--- src/rtl/alu_arbiter.sv ---
// Round-robin share of one combinational ALU between two requesters; owns the V/Z/N flags.
// Grant is same-cycle, the result lands in the response slot one cycle later, and a full slot blocks only its own requester.
module alu_arbiter #(
  parameter int W          = 16,
  parameter int PRIO_RESET = 0
) (
  input  logic         clk,
  input  logic         rst_n,
  input  logic         r0_valid,
  output logic         r0_ready,
  input  logic [2:0]   r0_ctrl,
  input  logic [W-1:0] r0_src0,
  input  logic [W-1:0] r0_src1,
  input  logic [3:0]   r0_shamt,
  input  logic         r0_setf,
  input  logic         r1_valid,
  output logic         r1_ready,
  input  logic [2:0]   r1_ctrl,
  input  logic [W-1:0] r1_src0,
  input  logic [W-1:0] r1_src1,
  input  logic [3:0]   r1_shamt,
  input  logic         r1_setf,
  output logic [2:0]   alu_ctrl,
  output logic [W-1:0] alu_src0,
  output logic [W-1:0] alu_src1,
  output logic [3:0]   alu_shamt,
  input  logic [W-1:0] alu_dst,
  input  logic         alu_ovf,
  output logic         rsp0_valid,
  input  logic         rsp0_ready,
  output logic [W-1:0] rsp0_data,
  output logic         rsp1_valid,
  input  logic         rsp1_ready,
  output logic [W-1:0] rsp1_data,
  output logic         flag_v,
  output logic         flag_z,
  output logic         flag_n
);

  // last_q = 1 means requester 1 won most recently, so requester 0 wins the next contention
  localparam logic LAST_RST = (PRIO_RESET == 0);

  logic         elig0, elig1, gnt0, gnt1, gnt_any, gnt_setf, gnt_arith;
  logic         last_q, last_d;
  logic         rsp0_valid_q, rsp0_valid_d, rsp1_valid_q, rsp1_valid_d;
  logic [W-1:0] rsp0_data_q, rsp0_data_d, rsp1_data_q, rsp1_data_d;
  logic         flag_v_q, flag_v_d, flag_z_q, flag_z_d, flag_n_q, flag_n_d;

  always_comb begin
    elig0     = r0_valid && (!rsp0_valid_q || rsp0_ready);
    elig1     = r1_valid && (!rsp1_valid_q || rsp1_ready);
    gnt0      = rst_n && elig0 && (!elig1 || last_q);
    gnt1      = rst_n && elig1 && (!elig0 || !last_q);
    gnt_any   = gnt0 || gnt1;

    alu_ctrl  = 3'd0;
    alu_src0  = '0;
    alu_src1  = '0;
    alu_shamt = 4'd0;
    gnt_setf  = 1'b0;
    if (gnt0) begin
      alu_ctrl  = r0_ctrl;
      alu_src0  = r0_src0;
      alu_src1  = r0_src1;
      alu_shamt = r0_shamt;
      gnt_setf  = r0_setf;
    end else if (gnt1) begin
      alu_ctrl  = r1_ctrl;
      alu_src0  = r1_src0;
      alu_src1  = r1_src1;
      alu_shamt = r1_shamt;
      gnt_setf  = r1_setf;
    end
    gnt_arith = (alu_ctrl == 3'b000) || (alu_ctrl == 3'b010);
  end

  always_comb begin
    last_d       = last_q;
    rsp0_valid_d = rsp0_valid_q && !rsp0_ready;
    rsp1_valid_d = rsp1_valid_q && !rsp1_ready;
    rsp0_data_d  = rsp0_data_q;
    rsp1_data_d  = rsp1_data_q;
    flag_v_d     = flag_v_q;
    flag_z_d     = flag_z_q;
    flag_n_d     = flag_n_q;

    if (gnt_any) last_d = gnt1;
    // A capture wins over a same-cycle drain, so the slot stays full with fresh data
    if (gnt0) begin
      rsp0_valid_d = 1'b1;
      rsp0_data_d  = alu_dst;
    end
    if (gnt1) begin
      rsp1_valid_d = 1'b1;
      rsp1_data_d  = alu_dst;
    end
    if (gnt_any && gnt_setf) begin
      flag_z_d = (alu_dst == '0);
      if (gnt_arith) begin
        flag_v_d = alu_ovf;
        flag_n_d = alu_dst[W-1];
      end
    end
  end

  always_ff @(posedge clk or negedge rst_n) begin
    if (!rst_n) begin
      last_q       <= LAST_RST;
      rsp0_valid_q <= 1'b0;
      rsp1_valid_q <= 1'b0;
      rsp0_data_q  <= '0;
      rsp1_data_q  <= '0;
      flag_v_q     <= 1'b0;
      flag_z_q     <= 1'b0;
      flag_n_q     <= 1'b0;
    end else begin
      last_q       <= last_d;
      rsp0_valid_q <= rsp0_valid_d;
      rsp1_valid_q <= rsp1_valid_d;
      rsp0_data_q  <= rsp0_data_d;
      rsp1_data_q  <= rsp1_data_d;
      flag_v_q     <= flag_v_d;
      flag_z_q     <= flag_z_d;
      flag_n_q     <= flag_n_d;
    end
  end

  assign r0_ready   = gnt0;
  assign r1_ready   = gnt1;
  assign rsp0_valid = rsp0_valid_q;
  assign rsp1_valid = rsp1_valid_q;
  assign rsp0_data  = rsp0_data_q;
  assign rsp1_data  = rsp1_data_q;
  assign flag_v     = flag_v_q;
  assign flag_z     = flag_z_q;
  assign flag_n     = flag_n_q;

endmodule

--- config.mk ---
export PLATFORM = sky130hd
export DESIGN_NAME = alu_arbiter
export DESIGN_NICKNAME = d
export VERILOG_FILES = /design/src/rtl/alu_arbiter.sv
export SDC_FILE = /design/constraint.sdc
export NUM_CORES = 1
export LEC_CHECK = 0
export CAP_MARGIN = 20
export CORE_MARGIN = 2
export CORE_UTILIZATION = 33
export DETAILED_ROUTE_END_ITERATION = 10
export HOLD_SLACK_MARGIN = 0.06
export PLACE_DENSITY = 0.88
export REMOVE_ABC_BUFFERS = 1
export SLEW_MARGIN = 40
export SYNTH_ARGS = -nofsm -noshare
export SYNTH_HDL_FRONTEND = slang
export SYNTH_SLANG_ARGS = --single-unit
--- constraint.sdc ---
create_clock -name clk -period 6.7 [get_ports clk]
set_clock_uncertainty 0.2 [all_clocks]
set_input_delay 2.01 -clock clk [delete_from_list [all_inputs] [get_ports clk]]
set_output_delay 2.01 -clock clk [all_outputs]
set_load 0.05 [all_outputs]
# Yosys cells after proc, flatten, opt, wreduce, memory -nomap -nowiden
# Index checks and enable logic that the tools add are counted.
word_totals:
  regBits: 38
  in_bits: 103
  output_inout_bits: 78
  wordCells: 46
op_classes:
  n_eq_ne: 1
  muxes: 12
  n_reduce_logical: 25
op_table:
  columns: ["op", "count"]
  rows:
  - ["$mux W16", 4]
  - ["$logic_not A16 Y1", 1]
  - ["$logic_and A1 B1 Y1", 9]
  - ["$mux W4", 2]
  - ["$logic_not A1 Y1", 7]
  - ["$logic_or A1 B1 Y1", 6]
  - ["$mux W3", 2]
  - ["$mux W1", 4]
  - ["$eq A3 B2 Y1 const B", 1]
  - ["$logic_not A3 Y1", 1]
  - ["$reduce_and A2 Y1", 1]

# Logic depth before layout (Yosys ltp)
# Gate-level depths: netlist of the first run.
logic_depth:
  word_depth: 11
  ltp_mapped: 8
  mapped_depth_nobuf: 6

# Worst setup path after synthesis of the first run
# Ideal clock, no wire load.
synth_timing:
  kind: "input-to-output"
  from: "input rsp0_ready"
  to: "output alu_src1[10]"
  arrival_time_ns: 3.440
  required_ns: 4.490
  path_slack_ns: 1.050
  cell_stages: 5
  n_path_buf: 2
  cell_sequence: "nand2b_1 a211oi_2 buf_2 buf_4 a22o_1"
synth_via:
  elab_chain_cells: 7
  elab_cells_between_ends: 9
  cone_classes: "mux: 2; reduce/logical: 7"
synth_rtl:
  columns: ["element", "line", "rtl"]
  rows:
  - ["from (decl)", "30", "input logic rsp0_ready,"]
  - ["$logic_or A1 B1 Y1", "50", "elig0 = r0_valid && (!rsp0_valid_q || rsp0_ready);"]
  - ["$logic_and A1 B1 Y1", "50", null]
  - ["$logic_not A1 Y1", "53", "gnt1 = rst_n && elig1 && (!elig0 || !last_q);"]
  - ["$logic_or A1 B1 Y1", "53", null]
  - ["$logic_and A1 B1 Y1", "53", null]
  - ["net r1_ready", "17", "output logic r1_ready,"]
  - ["$mux W16", "67", "end else if (gnt1) begin"]
  - ["$mux W16", "61", "if (gnt0) begin"]
  - ["to (decl)", "25", "output logic [W-1:0] alu_src1,"]
# The timed path passes the listed nets, and every way through them passes these cells.

# Worst setup path after layout of the first run
layout_timing:
  from: "input rsp0_ready"
  to: "output alu_ctrl[2]"
layout_via:
  elab_chain_cells: 7
  elab_cells_between_ends: 9
  cone_classes: "mux: 2; reduce/logical: 7"
layout_rtl:
  columns: ["element", "line", "rtl"]
  rows:
  - ["$logic_or A1 B1 Y1 (*)", "50", null]
  - ["$logic_and A1 B1 Y1 (*)", "50", null]
  - ["$logic_not A1 Y1", "53", null]
  - ["$logic_or A1 B1 Y1", "53", null]
  - ["$logic_and A1 B1 Y1", "53", null]
  - ["$mux W3", "67", null]
  - ["$mux W3 (*)", "61", null]
  - ["to (decl)", "23", "output logic [2:0] alu_ctrl,"]
# Mark *: on every way between the ends. The rest lies on a longest branch, timed or not.

==> metrics.md, run 1 <==
| Metric | Value |
|---|---|
| CP endpoint | alu_ctrl[2] |
| Synth Instances | 184 |
| Hold buffers post-CTS | 0 |
| Core ar. | about 0.006 mm² |
| Min-delay worst type | flop to flop |
| Initial core utilization | 0.3383 |
| CTS tree | done |
| Critical path arrival | 4.03 ns |
| Die X | between 80 and 90 µm |
| Total Routing Usage GR | 0.2229 |
| Max clock buf depth | 2 |
| Setup bufs post-CTS | 0 |
| Total Nets Final | between 400 and 500 |
| P per Cell Area | ~280 mW/mm² |
| Max IR drop VDD | between 200 and 250 µV |
| IO Pins | around 180 |
| Layout cells sized above 1 | 0.2170 |
| CP endpoint kind | output port |
| # diodes | 0 |
| Detailed Route WL | 7801 µm |
| RR Startpoint | rsp1_valid |
| WHS | 0.2771 ns |
| Worst endpoint required time | 4.49 ns |
| Netlist cell types | 29 |
| CTS clock-pin slew for the worst setup and hold paths | 0.07 ns |
| Async set-reset flop share out of synthesis | 1.000 |
| Die area | between 0.006 and 0.007 mm² |
| Total CTS buffers | 5 |
| Count leader, synth | nand2_1 |
| Rows | 28 |
| Yosys warnings | 0 |
| RSZ-0062 raised after global routing | no |
| Fin crit share | 0.9321 |
| DIE HEIGHT | ~81 µm |
| Post-Route Utilization | 0.7399 |
| Drc violations | 0 |
| Pre-antenna DRT Iters | 4 |
| CTS Root Cell | clkbuf_8 |
| Top post-synthesis cells by area | dfrtp_1, a22o_1, nand2_1, mux2_2, buf_6 |
| Final min period | between 6 and 7 ns |
| Pins over their slew limit | 0 |
| Vias in the first global route | between 2000 and 2500 |
| Largest net degree at the start of global routing | between 40 and 50 |
| Ys flop type | dfrtp_1 |
| Antenna violations before repair | 0 |
| Post-Layout Cell Count | ~440 |
| First-pass GRT wire length | ~11000 µm |
| Routability Congestion | 0.7798 |
| Worst-path fanout max | 18 |
| Drt initial violations | 49 |
| Routed Antenna Nets | 0 |
| Number of enable flip-flop cells after synthesis | 0 |
| H-tree levels | 2 |
| Power after layout | between 1 and 1.5 mW |
| Worst Setup Path Type | input port to output port |
| Syn avg cell area | between 10 and 15 µm² |
| MaxCap Viol Count | 0 |
| DR vias | approximately 2100 |
| Slew headroom | 0.6474 |
| Reg2reg path depth | 7 |
| Later-pin clock latency in the skew report | 0.28 ns |
| Synth top area share | 0.4678 |
| Global route overflow | 0 |
| Clock sink count | 38 |
| Vias per cell | ~4.8 |
| Crit path from | rsp0_ready |
| Hold path depth | 2 |
| Leading cell types by count after synthesis | nand2_1, a22o_1, dfrtp_1 |
| Placed Instances | ~430 |
| Maximum clock frequency | roughly 160 MHz |
| I/O Buffers | 180 |
| Outcome | finished, final reports clean |
| Startpoint Class | input port |
| Static Leak | around 1.8 nW |
| Area growth, synth to finish | 118.7% |
| Post-CTS sizing | 0 |
| Routed len/inst | 17.77 µm |
| Setup slack, reg-to-reg | about 4.5 ns |
| Final HPWL DP | around 6500 µm |
| Mapped Area | 0.001979 mm² |
| Cell type with the largest total area after synthesis | dfrtp_1 |
| Sequential area share after synthesis | 0.4810 |
| Final count of negative-setup-slack endpoints | 0 |
| #FFs+latches synth | 38 |
| Reg-to-reg endpoint | flag_z |
| Worst-Margin Slew | roughly 0.53 ns |
| Hold Vio Cnt, Final | 0 |
## power by group
part | leakage, nW | switching (mW) | internal [mW]
Clock | 0.0472 | 0.0809 | 0.0827
Sequential | 0.460 | 0.0318 | 0.290
Combinational | 1.34 | 0.418 | 0.294
Total | 1.85 | 0.530 | 0.667
## cells by family (layout without fill, tap and decap cells)
logic type / after synthesis / after routing / synth area share
compound gates: 44 / 44 / 0.2080
buf+inv: 17 / 197 / 0.05499
flops: 38 / 38 / 0.4810
mux: 19 / 19 / 0.1075
simple gates: 66 / 66 / 0.1486
## layout by cell type (no fill, tap or decap), drive strengths merged, types with 3 or more instances in the layout
master         netlist  final
inv                  4      4
clkbuf               3      6
a22o                38     38
nand2               52     52
buf                 10     46
nor2                 3      3
dfrtp               37     37
mux2                18     18
clkdlybuf4s50        0    139
nor4                 4      4
## sequential cells by signal, indices dropped and copies added, names as in the netlist
register and cells:
flag_n 1, flag_v 1, flag_z 1, last_q 1
rsp0_data 16, rsp0_valid 1, rsp1_data 16, rsp1_valid 1
## area by class of cell
| cell class | count | area [µm²] |
|---|---|---|
| inverter | 4 | 15.01 |
| multi-input combinational | 129 | 925.9 |
| timing repair buffer | 185 | 2247 |
| tap | 75 | 93.84 |
| fill | 393 | 1521 |
| clock buffer | 6 | 82.58 |
| clock inverter | 2 | 12.51 |
| sequential | 38 | 952.2 |
## per-layer routing
metal | vias up | global-route usage | part of all wire
met5 | - | 0 | 0
li1 | 1024 | - | -
met4 | 0 | 0.03220 | 0.0086
met3 | 8 | 0.08132 | 0.082
met2 | 79 | 0.3910 | 0.53
met1 | 1016 | 0.2669 | 0.38
## worst min-delay path by stage
stage | startpoint | to | slack (ns)
finish | rsp0_data[13] | rsp0_data[13] | 0.28
global route | rsp0_data[7] | rsp0_data[7] | 0.30
CTS | rsp0_data[7] | rsp0_data[7] | 0.28
detailed placement | rsp0_data[4] | rsp0_data[4] | 0.26
global placement | rsp0_data[15] | rsp0_data[15] | 0.26
floorplan | last_q | last_q | 0.31
## worst max-delay path: stages
cell             delay, ns
clkdlybuf4s50_1       0.44
nand2b_1              0.22
o311a_4               0.27
nand2_4               0.14
inv_2                 0.30
buf_4                 0.29
a22o_1                0.22
buf_12                0.14
## through the flow
stage	setup slack (ns)	setup TNS, ns	cell area (µm²)
2_1_floorplan	-0.9481	-36.28	1886
3_3_place_gp	0.4842	0	4234
3_5_place_dp	0.4597	0	4234
4_1_cts	0.4578	0	4329
5_1_grt	0.3133	0	4329
6_report	0.4552	0	4329
(Power assumes the default switching activity.)
==> run 2: changes to the inputs <==
- CELL_PAD_IN_SITES_DETAIL_PLACEMENT: default -> 0
- CELL_PAD_IN_SITES_GLOBAL_PLACEMENT: default -> 1
- CORE_UTILIZATION: 33 -> 23
- PLACE_DENSITY: 0.88 -> 0.89
==> run 2 against run 1 <==
  * Non-clock buffer count is the same
  * Final cell count up 6.6%
  * Via count is 0.33% higher
  * First-iteration DRC count is 33% higher
  * Worst setup slack better by 0.0063 ns
  * Hold slack worse by 0.0047 ns
  * Clock power down 13%
  * Global-route usage shrank 5.7 points
  * Critical path depth down 2
  * Sequential power is essentially flat
  * Highest routed layer unchanged
==> metrics.md, run 2 (synthesis gave the netlist of run 1 again) <==
| Metric | Value |
|---|---|
| Outcome | finished, final reports clean |
| Worst-path fanout max | 4 |
| Hold buffers post-CTS | 0 |
| Min-delay worst type | flop to flop |
| Final HPWL DP | 6351 µm |
| MaxCap Viol Count | 0 |
| Slowest stage delay, CP | approximately 0.81 ns |
| Core ar. | ~0.0083 mm² |
| DR vias | approximately 2100 |
| Register share of total power | 0.275 |
| Worst-Margin Slew | between 0.5 and 0.6 ns |
| Vias per cell | between 4 and 5 |
| Die X | 96.77 µm |
| Commonest non-fill, non-tap cell in the layout | clkdlybuf4s50_1 |
| CP endpoint kind | output port |
| Slew headroom | 0.6501 |
| Commonest cells after routing, fill and taps aside | clkdlybuf4s50_1, nand2_1, buf_12 |
| Drt initial violations | 65 |
| # diodes | 0 |
| CTS Root Cell | clkbuf_8 |
| Post-Layout Cell Count | roughly 470 |
| Critical path arrival | 4.03 ns |
| CTS tree | done |
| Power Internal | ~660 µW |
| Fin crit share | 0.9311 |
| P per Cell Area | around 270 mW/mm² |
| Vias in the first global route | ~2300 |
| Comb power frac | 0.604 |
| Clock share of power | 0.122 |
| Worst endpoint required time | 4.49 ns |
| Startpoint Class | input port |
| Max clock buf depth | 2 |
| Clock sink count | 38 |
| Final WS setup | ~0.46 ns |
| DIE HEIGHT | between 90 and 100 µm |
| CP max stage cell | clkdlybuf4s50_1 |
| Placed Instances | ~460 |
| Power after layout | around 1.2 mW |
| Layout cells sized above 1 | 0.2094 |
| Post-CTS sizing | 0 |
| Total CTS buffers | 5 |
| Routed len/inst | about 17 µm |
| First-pass GRT wire length | ~13000 µm |
| H-tree levels | 2 |
| Routability Congestion | 0.8020 |
| Critical-path cell list | clkdlybuf4s50_1 -> nand2b_1 -> o311a_4 -> a32oi_1 -> nor2_1 -> clkdlybuf4s50_1 |
| Later-pin clock latency in the skew report | 0.28 ns |
| Die area | roughly 0.0094 mm² |
| Total Nets Final | roughly 470 |
| Rows | 33 |
| Sw power | between 500 and 600 µW |
| Area growth, synth to finish | 119.7% |
| CTS clock-pin slew for the worst setup and hold paths | 0.07 ns |
| Routed Antenna Nets | 0 |
| Global route overflow | 0 |
| Largest net degree at the start of global routing | 59 |
| Max IR drop VDD | around 170 µV |
| Detailed Route WL | slightly below 8000 µm |
| Switching Share | 0.4412 |
| Sum Neg Setup Slack | 0 ns |
| Total Routing Usage GR | 0.1659 |
| Maximum clock frequency | 160.3 MHz |
| I/O Buffers | 180 |
| RSZ-0062 raised after global routing | no |
| CP dominant cell by count | clkdlybuf4s50_1 |
| Post-Route Utilization | 0.5239 |
| Final count of negative-setup-slack endpoints | 0 |
| Antenna violations before repair | 0 |
| Drc violations | 0 |
| Worst Setup Path Type | input port to output port |
| Final min period | between 6 and 7 ns |
| Initial core utilization | 0.2385 |
| IO Pins | 181 |
| Hold Vio Cnt, Final | 0 |
| Setup bufs post-CTS | 0 |
| Static Leak | between 1.5 and 2 nW |
| Pins over their slew limit | 0 |
| Pre-CTS WS | approximately 0.48 ns |
| Pre-antenna DRT Iters | 4 |
run 2: final timing paths:
path | from | end | slack (ns) | cells after the start
max | rsp0_ready | alu_ctrl[0] | 0.46 | 6
min | rsp0_data[4] | rsp0_data[4] | 0.27 | 2
max reg2reg | last_q | flag_v | 4.60 | 6
min reg2reg | rsp0_data[4] | rsp0_data[4] | 0.27 | 2
max in group asynchronous | rst_n | last_q | 4.23 | 2
min in group asynchronous | rst_n | rsp1_valid | 1.36 | 1
run 2: metal layers:
metal  share of wire  global-route usage  vias to the layer above
li1                -                   -                     1018
met1            0.39              0.1967                     1031
met2            0.55              0.3056                       79
met3           0.049             0.03974                        6
met4          0.0092             0.03142                        0
met5               0                   0                        -
run 2: cell type report:
type | count | area (µm²)
Clock buffer | 7 | 76.32
Fill cell | 737 | 3951
Inverter | 4 | 15.01
Multi-Input combinational cell | 129 | 925.9
Sequential cell | 38 | 952.2
Tap cell | 105 | 131.4
Timing Repair Buffer | 185 | 2247
run 2: metrics by stage:
stage	hold WS, ns	instance area (µm²)
after floorplan	0.3071	1886
after global placement	0.2572	4272
after detailed placement	0.2626	4272
after CTS	0.2794	4348
after global routing	0.3022	4348
final	0.2724	4348
run 2: critical path, delay by kind of cell:
kind / cells / cell delay, ns
buffers and inverters: 2 / 1.26
and+or+nand+nor: 2 / 0.38
AOI/OAI and AO/OA: 2 / 0.36
run 2: power groups by stage:
stage / Sequential (mW) / Combinational, mW / Clock [mW]
after CTS: 0.323 / 0.715 / 0.151
after global placement: 0.322 / 0.707 / 0
final: 0.322 / 0.709 / 0.143
after floorplan: 0.530 / 0.184 / 0
after global routing: 0.330 / 0.735 / 0.162
after detailed placement: 0.328 / 0.712 / 0
